$ cat src/rtl/rxhexword.sv
// rxhexword: 8N1 UART receiver plus a line parser for "0x" + 8 hex digits + [CR] LF.
//
// Ports:
//   i_clk      system clock, all logic on posedge
//   i_reset_n  asynchronous active-low reset
//   i_uart_rx  raw serial input, idle high, asynchronous to i_clk
//   o_stb      one-cycle pulse, o_data holds a newly decoded word
//   o_data     last successfully decoded 32-bit word
//   o_err      one-cycle pulse on a framing error or a malformed line
module rxhexword #(
    parameter int CLOCKS_PER_BAUD = 868
) (
    input  logic        i_clk,
    input  logic        i_reset_n,
    input  logic        i_uart_rx,
    output logic        o_stb,
    output logic [31:0] o_data,
    output logic        o_err
);

    localparam logic [23:0] HALF_BAUD = 24'(CLOCKS_PER_BAUD / 2 - 1);
    localparam logic [23:0] FULL_BAUD = 24'(CLOCKS_PER_BAUD - 1);

    localparam logic [2:0] RX_WAITIDLE = 3'd0;
    localparam logic [2:0] RX_IDLE     = 3'd1;
    localparam logic [2:0] RX_START    = 3'd2;
    localparam logic [2:0] RX_DATA     = 3'd3;
    localparam logic [2:0] RX_STOP     = 3'd4;

    localparam logic [2:0] P_ZERO = 3'd0;
    localparam logic [2:0] P_X    = 3'd1;
    localparam logic [2:0] P_DIG  = 3'd2;
    localparam logic [2:0] P_END  = 3'd3;
    localparam logic [2:0] P_LF   = 3'd4;

    // ---------------- input synchroniser ----------------
    logic rx_meta, rx_sync;

    always_ff @(posedge i_clk or negedge i_reset_n) begin
        if (!i_reset_n) begin
            rx_meta <= 1'b1;
            rx_sync <= 1'b1;
        end else begin
            rx_meta <= i_uart_rx;
            rx_sync <= rx_meta;
        end
    end

    // ---------------- UART receiver ----------------
    logic [2:0]  rx_state;
    logic [23:0] baud_cnt;
    logic [2:0]  bit_cnt;
    logic [7:0]  rx_byte;
    logic        byte_vld;
    logic        frame_err;

    always_ff @(posedge i_clk or negedge i_reset_n) begin
        if (!i_reset_n) begin
            rx_state  <= RX_WAITIDLE;
            baud_cnt  <= '0;
            bit_cnt   <= '0;
            rx_byte   <= '0;
            byte_vld  <= 1'b0;
            frame_err <= 1'b0;
        end else begin
            byte_vld  <= 1'b0;
            frame_err <= 1'b0;
            case (rx_state)
                RX_WAITIDLE: if (rx_sync) rx_state <= RX_IDLE;
                RX_IDLE: if (!rx_sync) begin
                    baud_cnt <= HALF_BAUD;
                    rx_state <= RX_START;
                end
                RX_START: begin
                    if (baud_cnt == 24'd0) begin
                        // Re-check mid start bit; a short glitch lands back in idle.
                        if (!rx_sync) begin
                            baud_cnt <= FULL_BAUD;
                            bit_cnt  <= 3'd0;
                            rx_state <= RX_DATA;
                        end else begin
                            rx_state <= RX_IDLE;
                        end
                    end else begin
                        baud_cnt <= baud_cnt - 24'd1;
                    end
                end
                RX_DATA: begin
                    if (baud_cnt == 24'd0) begin
                        rx_byte  <= {rx_sync, rx_byte[7:1]};
                        baud_cnt <= FULL_BAUD;
                        bit_cnt  <= bit_cnt + 3'd1;
                        if (bit_cnt == 3'd7) rx_state <= RX_STOP;
                    end else begin
                        baud_cnt <= baud_cnt - 24'd1;
                    end
                end
                RX_STOP: begin
                    if (baud_cnt == 24'd0) begin
                        if (rx_sync) begin
                            byte_vld <= 1'b1;
                            rx_state <= RX_IDLE;
                        end else begin
                            // Wait for a high line so a break cannot retrigger.
                            frame_err <= 1'b1;
                            rx_state  <= RX_WAITIDLE;
                        end
                    end else begin
                        baud_cnt <= baud_cnt - 24'd1;
                    end
                end
                default: rx_state <= RX_WAITIDLE;
            endcase
        end
    end

    // ---------------- hex decode ----------------
    logic       is_hex;
    logic [3:0] nibble;

    always_comb begin
        is_hex = 1'b0;
        nibble = 4'd0;
        if (rx_byte >= 8'h30 && rx_byte <= 8'h39) begin
            is_hex = 1'b1;
            nibble = 4'(rx_byte - 8'h30);
        end else if (rx_byte >= 8'h61 && rx_byte <= 8'h66) begin
            is_hex = 1'b1;
            nibble = 4'(rx_byte - 8'h57);
        end else if (rx_byte >= 8'h41 && rx_byte <= 8'h46) begin
            is_hex = 1'b1;
            nibble = 4'(rx_byte - 8'h37);
        end
    end

    // ---------------- line parser ----------------
    logic [2:0]  p_state;
    logic [31:0] shift;
    logic [2:0]  dig_cnt;

    always_ff @(posedge i_clk or negedge i_reset_n) begin
        if (!i_reset_n) begin
            p_state <= P_ZERO;
            shift   <= '0;
            dig_cnt <= '0;
            o_stb   <= 1'b0;
            o_err   <= 1'b0;
            o_data  <= '0;
        end else begin
            o_stb <= 1'b0;
            o_err <= 1'b0;
            if (frame_err) begin
                o_err   <= 1'b1;
                p_state <= P_ZERO;
            end else if (byte_vld) begin
                case (p_state)
                    P_ZERO: if (rx_byte == 8'h30) p_state <= P_X;
                    P_X: begin
                        if (rx_byte == 8'h78 || rx_byte == 8'h58) begin
                            shift   <= '0;
                            dig_cnt <= '0;
                            p_state <= P_DIG;
                        end else begin
                            o_err   <= 1'b1;
                            p_state <= P_ZERO;
                        end
                    end
                    P_DIG: begin
                        if (is_hex) begin
                            shift   <= {shift[27:0], nibble};
                            dig_cnt <= dig_cnt + 3'd1;
                            if (dig_cnt == 3'd7) p_state <= P_END;
                        end else begin
                            o_err   <= 1'b1;
                            p_state <= P_ZERO;
                        end
                    end
                    P_END: begin
                        if (rx_byte == 8'h0d) begin
                            p_state <= P_LF;
                        end else if (rx_byte == 8'h0a) begin
                            o_data  <= shift;
                            o_stb   <= 1'b1;
                            p_state <= P_ZERO;
                        end else begin
                            o_err   <= 1'b1;
                            p_state <= P_ZERO;
                        end
                    end
                    P_LF: begin
                        if (rx_byte == 8'h0a) begin
                            o_data <= shift;
                            o_stb  <= 1'b1;
                        end else begin
                            o_err  <= 1'b1;
                        end
                        p_state <= P_ZERO;
                    end
                    default: p_state <= P_ZERO;
                endcase
            end
        end
    end

endmodule

$ cat config.mk
export PLATFORM = sky130hd
export DESIGN_NAME = rxhexword
export DESIGN_NICKNAME = d
export VERILOG_FILES = /design/src/rtl/rxhexword.sv
export SDC_FILE = /design/constraint.sdc
export NUM_CORES = 1
export LEC_CHECK = 0
export ABC_CLOCK_PERIOD_IN_PS = 2400
export CORE_MARGIN = 5
export CORE_UTILIZATION = 53
export DETAILED_ROUTE_END_ITERATION = 10
export PLACE_DENSITY = 0.73
export SYNTH_ARGS = -nofsm -noshare
export SYNTH_HDL_FRONTEND = slang
export SYNTH_SLANG_ARGS = --single-unit
$ cat constraint.sdc
create_clock -name i_clk -period 2.4 [get_ports i_clk]
set_input_delay 0.72 -clock i_clk [delete_from_list [all_inputs] [get_ports i_clk]]
set_output_delay 0.72 -clock i_clk [all_outputs]
set_load 0.03 [all_outputs]
==> key figures <==
Min path
  • Worst Hold Class: primary input to asynchronous set/reset pin

Final layout
  • Fin area: between 6000 and 7000 µm²
  • Multi-input gate area: 2370 µm²
  • Nets@finish: a little under 600
  • Share of cells above drive strength 1: 0.211
  • ANT cells: 0
  • Fin cells: 730
  • Filler cells: ~700
  • Reg area: 2860 µm²
  • Layout area overhead: 26.0%
  • Final core utilization: 0.688

Clock network
  • Max clock buf depth: 2
  • CTS Root Cell: clkbuf_8
  • H-tree lvl count: 4
  • Clock-pin slew on the worst setup and hold paths: approximately 0.06 ns
  • Clock Sinks: approximately 110
  • CTS tree: done
  • Number of CTS-inserted buffers: 17
  • Hold buffer count at CTS: 0
  • Latest clock arrival within the worst-skew pair: ~0.5 ns

Synth
  • Gate count of the mapped netlist: approximately 510
  • Post-synthesis sequential area ratio: 0.530
  • Post-Syn Nets: between 500 and 600
  • Post-synth EDFFs: 0
  • Post-Syn Area per Cell: 10.5 µm²
  • Top_reg_cell synth: dfrtp_1
  • Cell variety after synth: 60
  • Register bit total from synthesis: ~110
  • Mapped Area: between 5000 and 6000 µm²
  • Yosys Warn Count: 0
  • Post-synth ARST share: 1.00

Place
  • Placed insts: between 600 and 700
  • Placed instance area: approximately 6000 µm²
  • HPWL after detailed placement: about 7400 µm
  • IO buf count: 36
  • Routability cong.: around 0.84
  • Pre-CTS worst setup slack: -0.0475 ns

Global route
  • All-Layer GR Usage: 0.198
  • Vias in the first global route: around 4,200
  • Met2 usage: 0.328
  • Largest net degree at the start of global routing: 72
  • Met3 global-route usage: 0.0524
  • Global routing's busiest layer: met2
  • Initial antenna violation count: 0
  • Grt ovf: 0
  • Met1 usage: 0.253
  • First-pass GRT wire length: 20,100 µm

Critical path
  • Critical path arrival: about 2.7 ns
  • Crit. End Element: flop
  • Setup slack on the worst flop-to-flop path: roughly 0.12 ns
  • CP startpoint kind: flop
  • Crit path kind: flop to flop
  • Worst-path fanout max: 12
  • CP required: 2.79 ns

Detailed routing
  • Drt wl/cell: between 15 and 20 µm
  • Remaining antenna violation count: 0
  • Detailed Route WL: around 12,000 µm
  • DRT iter0 DRCs: 210
  • Pre-antenna DRT Iters: 4
  • Total vias in the final route: between 4,000 and 5,000
  • Remaining DRCs: 0
  • Vias per Instance: 5.50

Power
  • Max rail drop VDD: 0.617 mV
  • Clock power share: 0.433
  • Comb power frac: 0.150
  • NetSw: ~0.0016 W
  • Power Internal: 0.00397 W
  • Switching part of the total: 0.289
  • PwrDens: 821 nW/µm²
  • Sequential share of power: 0.417
  • Total leakage power: 3.13 nW

Floorplanning
  • Initial core utilization: 0.546
  • Die H: 111 µm
  • Row count: 36
  • Die X-Extent: about 110 µm
  • Core Footprint: 9860 µm²
  • Die area: roughly 12,000 µm²
  • I/O Pins: 37

Timing
  • # setup viols final: 0
  • Fmax: ~440 MHz
  • Slew Limit Fails: 0
  • Setup Total Neg Slack: 0 ns
  • Final Hold Violating Endpoints: 0
  • Least-Margin Pin Slew: 0.459 ns
  • Final WS setup: roughly 0.12 ns
  • Worst relative slew slack: 0.692
  • Clock skew: around 0.011 ns
  • Clock period minus worst slack: ~2.3 ns
  • Period utilisation layout: 0.952

Outcome
  • Outcome: finished clean

Job
  • Max cap viols: 0
[registers in the layout (all words and copies together) (netlist names), 3 cells and up]
name	flops
rx_byte	8
shift	32
p_state	3
dig_cnt	3
bit_cnt	3
o_data	32
rx_state	3
baud_cnt	24
[cell families (layout without fill, tap and decap cells)]
kind of cell | Yosys count | in the layout | synth area share
adders and majority gates | 9 | 9 | 0.0209
buffers and inverters | 42 | 128 | 0.0348
and+or+nand+nor | 186 | 186 | 0.168
muxes | 42 | 42 | 0.108
DFF | 114 | 114 | 0.530
xor gates and xnor gates | 15 | 15 | 0.0244
AOI/OAI and AO/OA | 103 | 103 | 0.114
[timing repair]
| action | in CTS | in global routing |
|---|---|---|
| setup endpoints to repair | 32 | 48 |
| cloned | 1 | 0 |
| pin swaps | 1 | 3 |
| buffers inserted | 0 | 1 |
| resized for setup | 2 | 7 |
[per-stage QoR]
| stage | power, W | hold WS [ns] |
|---|---|---|
| after floorplan | 0.00280 | 0.345 |
| after global placement | 0.00311 | 0.346 |
| after detailed placement | 0.00314 | 0.349 |
| after CTS | 0.00557 | 0.131 |
| after global routing | 0.00584 | 0.148 |
| final | 0.00558 | 0.133 |
[area by class of cell]
| class | count | share of cell area |
|---|---|---|
| timing repair buffer | 83 | 0.114 |
| clock buffer | 17 | 0.0610 |
| sequential | 114 | 0.421 |
| inverter | 13 | 0.00719 |
| clock inverter | 15 | 0.0230 |
| tap | 133 | 0.0245 |
| multi-input combinational | 355 | 0.350 |
[cell usage after synthesis, drive strengths merged, types with 4 or more instances]
cell type  instances  share of area
a211oi             5         0.0070
o21ai             51          0.047
inv               13         0.0091
nand2             88          0.062
dfrtp            112           0.52
a21oi             19          0.018
mux2              40           0.10
nor4              10          0.015
ha                 9          0.021
xor2               5         0.0081
clkbuf            22          0.015
nor2              31          0.022
nand3             12          0.011
o31ai              4         0.0056
nand2b             8         0.0093
buf                7          0.010
nor3              10          0.010
xnor2             10          0.016
o211ai             4         0.0056
[metal layers]
| layer | vias to the layer above | wire length [µm] |
|---|---|---|
| met5 | - | 0 |
| met3 | 16 | 458 |
| li1 | 1947 | - |
| met1 | 1956 | 5110 |
| met2 | 95 | 5780 |
| met4 | 0 | 149 |
[placed cells by master, fill, tap and decap left out, types with 16 or more instances in the layout]
| cell type | n |
|---|---|
| clkdlybuf4s50_1 | 35 |
| a21oi_1 | 18 |
| mux2_4 | 29 |
| clkbuf_16 | 16 |
| nor2_1 | 31 |
| buf_4 | 43 |
| nand2_1 | 86 |
| dfrtp_1 | 112 |
| o21ai_0 | 45 |
[power groups by stage]
stage / registers, W / clock network [W] / logic (W)
global route: 0.00235 / 0.00255 / 0.000942
finish: 0.00232 / 0.00242 / 0.000836
floorplan: 0.00227 / 0 / 0.000528
detailed placement: 0.00233 / 0 / 0.000809
CTS: 0.00230 / 0.00245 / 0.000820
global placement: 0.00232 / 0 / 0.000784
[critical path, stage by stage (launching register included)]
cell     delay, ns
dfrtp_1       0.35
inv_1         0.06
ha_1          0.18
and4_1        0.20
o31a_1        0.27
or4b_4        0.60
buf_12        0.19
mux2_1        0.31
[path summary, 6_finish.rpt]
| kind | start | to | depth (start not counted) |
|---|---|---|---|
| setup / recovery | rx_byte[1] | o_data[2] | 7 |
| hold / removal | i_reset_n | o_data[14] | 1 |
| setup reg to reg | rx_byte[1] | o_data[2] | 7 |
| hold reg to reg | rx_meta | rx_sync | 0 |
| max in group asynchronous | i_reset_n | rx_meta | 2 |
| min in group i_clk | rx_meta | rx_sync | 0 |
(Power assumes the default switching activity.)
